<file path="config.mk">
export PLATFORM = sky130hd
export DESIGN_NAME = if_fetch
export DESIGN_NICKNAME = d
export VERILOG_FILES = /design/src/rtl/if_fetch.sv
export SDC_FILE = /design/constraint.sdc
export NUM_CORES = 1
export LEC_CHECK = 0
export CORE_ASPECT_RATIO = 1.25
export CORE_UTILIZATION = 50
export CTS_BUF_LIST = sky130_fd_sc_hd__clkbuf_4 sky130_fd_sc_hd__clkbuf_8
export DETAILED_ROUTE_END_ITERATION = 8
export PLACE_DENSITY = 0.86
export SYNTH_ARGS = -nofsm -noshare
export SYNTH_HDL_FRONTEND = slang
export SYNTH_SLANG_ARGS = --single-unit
</file>
<file path="constraint.sdc">
create_clock -name i_clk -period 4.8 [get_ports i_clk]
set_input_delay 0.96 -clock i_clk [delete_from_list [all_inputs] [get_ports i_clk]]
set_output_delay 0.96 -clock i_clk [all_outputs]
set_load 0.01 [all_outputs]
</file>
<file path="src/rtl/if_fetch.sv">
// if_fetch: instruction-fetch stage. Owns the PC, drives the synchronous
// instruction ROM, tracks the single in-flight read and registers the
// returned word into the IF/ID boundary. Handles stalls, delay-slot branch
// redirects from ID and exception flushes.
module if_fetch #(
  parameter logic [31:0] RESET_PC = 32'h0000_0000,
  parameter logic [31:0] NOP_INST = 32'h0000_0000
) (
  input  logic        i_clk,
  input  logic        i_rst,
  input  logic        i_stall_if,
  input  logic        i_stall_id,
  input  logic        i_flush,
  input  logic [31:0] i_new_pc,
  input  logic        i_branch_flag,
  input  logic [31:0] i_branch_target,
  output logic        o_rom_ce,
  output logic [31:0] o_rom_addr,
  input  logic [31:0] i_rom_data,
  output logic [31:0] o_id_pc,
  output logic [31:0] o_id_inst,
  output logic        o_id_valid
);

  // Read issued to the ROM last cycle whose data is on i_rom_data now.
  typedef struct packed {
    logic        vld;
    logic [31:0] pc;
  } inf_t;

  // IF/ID boundary register seen by decode.
  typedef struct packed {
    logic        vld;
    logic [31:0] pc;
    logic [31:0] inst;
  } ifid_t;

  localparam ifid_t IFID_BUBBLE = '{vld: 1'b0, pc: 32'h0, inst: NOP_INST};
  localparam inf_t  INF_RESET   = '{vld: 1'b0, pc: 32'h0};

  logic [31:0] r_pc;
  logic        r_ce;
  inf_t        r_inf;
  ifid_t       r_ifid;

  logic [31:0] w_pc_nxt;
  inf_t        w_inf_nxt;
  ifid_t       w_ifid_nxt;
  logic        w_stall;

  // A held IF/ID register must also freeze fetch, otherwise the word
  // returning from the ROM would have nowhere to go.
  assign w_stall = i_stall_if | i_stall_id;

  // While stalled, re-present the in-flight address so i_rom_data keeps the
  // same word; during reset show the reset PC regardless of the stall input.
  assign o_rom_addr = (w_stall && !i_rst) ? r_inf.pc : r_pc;
  assign o_rom_ce   = r_ce;
  assign o_id_valid = r_ifid.vld;
  assign o_id_pc    = r_ifid.pc;
  assign o_id_inst  = r_ifid.inst;

  // Next PC: flush beats everything, nothing advances before the ROM is
  // enabled, a stall holds, a branch redirects, otherwise sequential (wraps).
  always_comb begin
    w_pc_nxt = r_pc;
    if (i_flush)            w_pc_nxt = i_new_pc;
    else if (!r_ce)         w_pc_nxt = r_pc;
    else if (w_stall)       w_pc_nxt = r_pc;
    else if (i_branch_flag) w_pc_nxt = i_branch_target;
    else                    w_pc_nxt = r_pc + 32'd4;
  end

  // In-flight slot: the address issued this cycle becomes the outstanding
  // read, except when a branch squashes it (branch+8, past the delay slot).
  always_comb begin
    w_inf_nxt = r_inf;
    if (i_flush) begin
      w_inf_nxt.vld = 1'b0;
    end else if (!w_stall) begin
      w_inf_nxt.vld = r_ce & ~i_branch_flag;
      w_inf_nxt.pc  = r_pc;
    end
  end

  // IF/ID: hold while decode is stalled, bubble when only fetch is stalled
  // (decode drained its instruction), else capture the returning ROM word.
  always_comb begin
    w_ifid_nxt = r_ifid;
    if (i_flush) begin
      w_ifid_nxt = IFID_BUBBLE;
    end else if (w_stall) begin
      if (!i_stall_id) w_ifid_nxt = IFID_BUBBLE;
    end else begin
      w_ifid_nxt.vld  = r_inf.vld;
      w_ifid_nxt.pc   = r_inf.pc;
      w_ifid_nxt.inst = r_inf.vld ? i_rom_data : NOP_INST;
    end
  end

  // State registers with synchronous reset; the ROM enable comes up on the
  // first edge out of reset and stays up.
  always_ff @(posedge i_clk) begin
    if (i_rst) begin
      r_pc   <= RESET_PC;
      r_ce   <= 1'b0;
      r_inf  <= INF_RESET;
      r_ifid <= IFID_BUBBLE;
    end else begin
      r_pc   <= w_pc_nxt;
      r_ce   <= 1'b1;
      r_inf  <= w_inf_nxt;
      r_ifid <= w_ifid_nxt;
    end
  end

endmodule
</file>
==> reports/qor.yml <==
status: "finished, final reports clean"
path_max_fanout: 20
antenna_left: 0
netlist.area_leader.share_pct: 43.0
ctsHoldBuffers: 0
setup_viol: 0
path_common_cell: "clkdlybuf4s50_1"
n_fill_cell: 906
avgSynthCellArea_um2: 8.28
cts_buffers: 17
rows: 44
startpoint_type: "primary input"
syn-cell-area_um2: 6110
drc: 0
syn_to_final_growth_pct: 39.7
synth_cell_type_count: 65
whs_path_depth: 2
cp-end-kind: "output port"
grt_max_degree: 102
die-width_um: 101
nNetsFinal: 1005
worstPathCellList: "clkdlybuf4s50_1 -> o21ai_2 -> buf_4 -> mux2_2 -> clkdlybuf4s50_1"
hold_class: "reg -> reg"
synth_area_leader_cell: "dfxtp_1"
fin_crit_ps: 3740
coreArea_um2: 11800
drive_above_1_share_pct: 10.7
worstRegToRegCells: 5
netlist_instances: 737
start_util_pct: 51.8
syn_nets: 840
dp_hpwl_um: 13800
fin_area_um2: 8530
post-route-util_pct: 72.4
die_y_um: 126
antenna_found_initial: 0
synth_edf_count: 0
yosys-top-cells-area: "dfxtp_1, a21oi_1, mux2_2, nand2_1, nor2_1"
dr.pass1.iters: 5
vias_per_cell: 5.92
yosysMostFrequentCell: "dfxtp_1"
slew_headroom_pct: 22.8
wl_per_cell_um: 18.5
maxCapViolCount: 0
overflow: 0
io_buffers: 199
clock_tree.buffer_depth: 2
htree_levels: 4
vias: 6372
worstSetupPathType: "in -> out"
grt_usage_pct: 31.5
hold_viol: 0
post-route-period-util_pct: 78.0
finalSetupTns_ps: 0
clock_skew_ps: 9.52
routabilityCongestion: 0.927
p_leak_uw: 0.00288
cts-root-buf: "clkbuf_8"
slowest_delay_ps: 480
grt_pass1_wl_um: 31400
antenna_cells: 0
cts-resized-gates: 0
final_cells: 1076
ys_seq_area_share_pct: 43.0
placed_cell_area_um2: 8140
clk_pin_slew_worst_paths_ps: 80
max_freq_mhz: 267
ys_ff_latch: 131
p_per_area_nw_per_um2: 283
first_global_vias: 6364
async_reset_ff_share_pct: 0
cts_tree: "yes"
worst_pin_slew_ps: 1160
postCtsSetupRepairBufs: 0
pin_count: 200
yosysWarnings: 0
finalMaxSlewViolations: 0
arrival_ps: 2780
cp_slowest_cell: "clkdlybuf4s50_1"
ir_drop_mv: 0.208
synth_ff_type: "dfxtp_1"
synthTopCellsByCount: "dfxtp_1, nand2_1, nor2_1, a21oi_1, clkbuf_1"
drt-total-wl_um: 19900
drt-initial-drc-count: 489
clk_latency_ps: 440
grt_setup_unrepaired: "false"
cp.required_ps: 3840
die-area_um2: 12700
place_inst: 1044
cts.sinks: 131
-- metrics by stage --
step	hold slack (ps)	setup slack, ps	total power [µW]
after CTS	471	1070	2420
after global routing	498	1010	2500
after detailed placement	460	1080	1520
after global placement	452	1100	1510
after floorplan	441	1660	1340
final	470	1060	2410
-- placed cells by master, fill, tap and decap left out, types with 4 or more instances in the layout --
| cell type | count |
|---|---|
| clkdlybuf4s50_1 | 197 |
| buf_4 | 13 |
| nor2_1 | 91 |
| o22ai_1 | 12 |
| nand2_1 | 93 |
| clkbuf_8 | 19 |
| or3_1 | 5 |
| nand4_1 | 8 |
| inv_1 | 8 |
| a311oi_1 | 6 |
| nor3_1 | 14 |
| nor4_1 | 6 |
| a22oi_1 | 32 |
| mux2_2 | 32 |
| o21ai_0 | 13 |
| a21oi_1 | 88 |
| o21a_1 | 5 |
| nor3b_1 | 35 |
| nand3_1 | 12 |
| a211oi_1 | 10 |
| dfxtp_1 | 131 |
| o211ai_1 | 4 |
| a221oi_1 | 7 |
-- flip-flops by register name, summed over array words and instances, names as in the netlist --
signal and count:
o_id_inst 32, o_rom_ce 1, r_pc 32, r_inf 33, o_id_pc 32, o_id_valid 1
-- layout make-up --
class                           instances  area, µm²  area share (%)
Clock buffer                           19        262            3.07
Clock inverter                         13        126            1.48
Inverter                                8       30.0           0.352
Multi-Input combinational cell        533       3210            37.7
Sequential cell                       131       2620            30.8
Tap cell                              161        201            2.36
Timing Repair Buffer                  211       2070            24.3
-- path summary, 6_finish.rpt --
kind	endpoint	from	slack, ps
worst max register to register	r_pc[19]	r_pc[4]	2300
worst min register to register	r_inf[30]	r_inf[30]	470
worst max-delay path	o_rom_addr[8]	i_stall_if	1060
worst min-delay path	r_inf[30]	r_inf[30]	470
-- power by group --
part / internal [µW] / switching [µW]
logic: 178 / 158
clock network: 445 / 466
registers: 1120 / 52.5
-- cell families (layout without fill, tap and decap cells) --
group | Yosys count | in the layout | synth area share [%]
simple gates | 293 | 293 | 24.1
buf+inv | 73 | 251 | 4.65
mux | 34 | 34 | 6.23
compound gates | 203 | 203 | 21.5
flops | 131 | 131 | 43.0
fa+ha+maj | 1 | 1 | 0.205
xor+xnor | 2 | 2 | 0.287
-- per-layer routing --
metal / track usage, % / routed length [µm]
met3: 8.22 / 1540
met4: 13.2 / 567
met2: 53.9 / 9850
met1: 36.8 / 7920
met5: 0 / 0
-- critical path: cells and delay by family --
family          cells  cell delay [ps]
compound gates      1              180
mux                 1              380
buf+inv             3             1240
No activity file was read; power rests on OpenSTA's default activity.
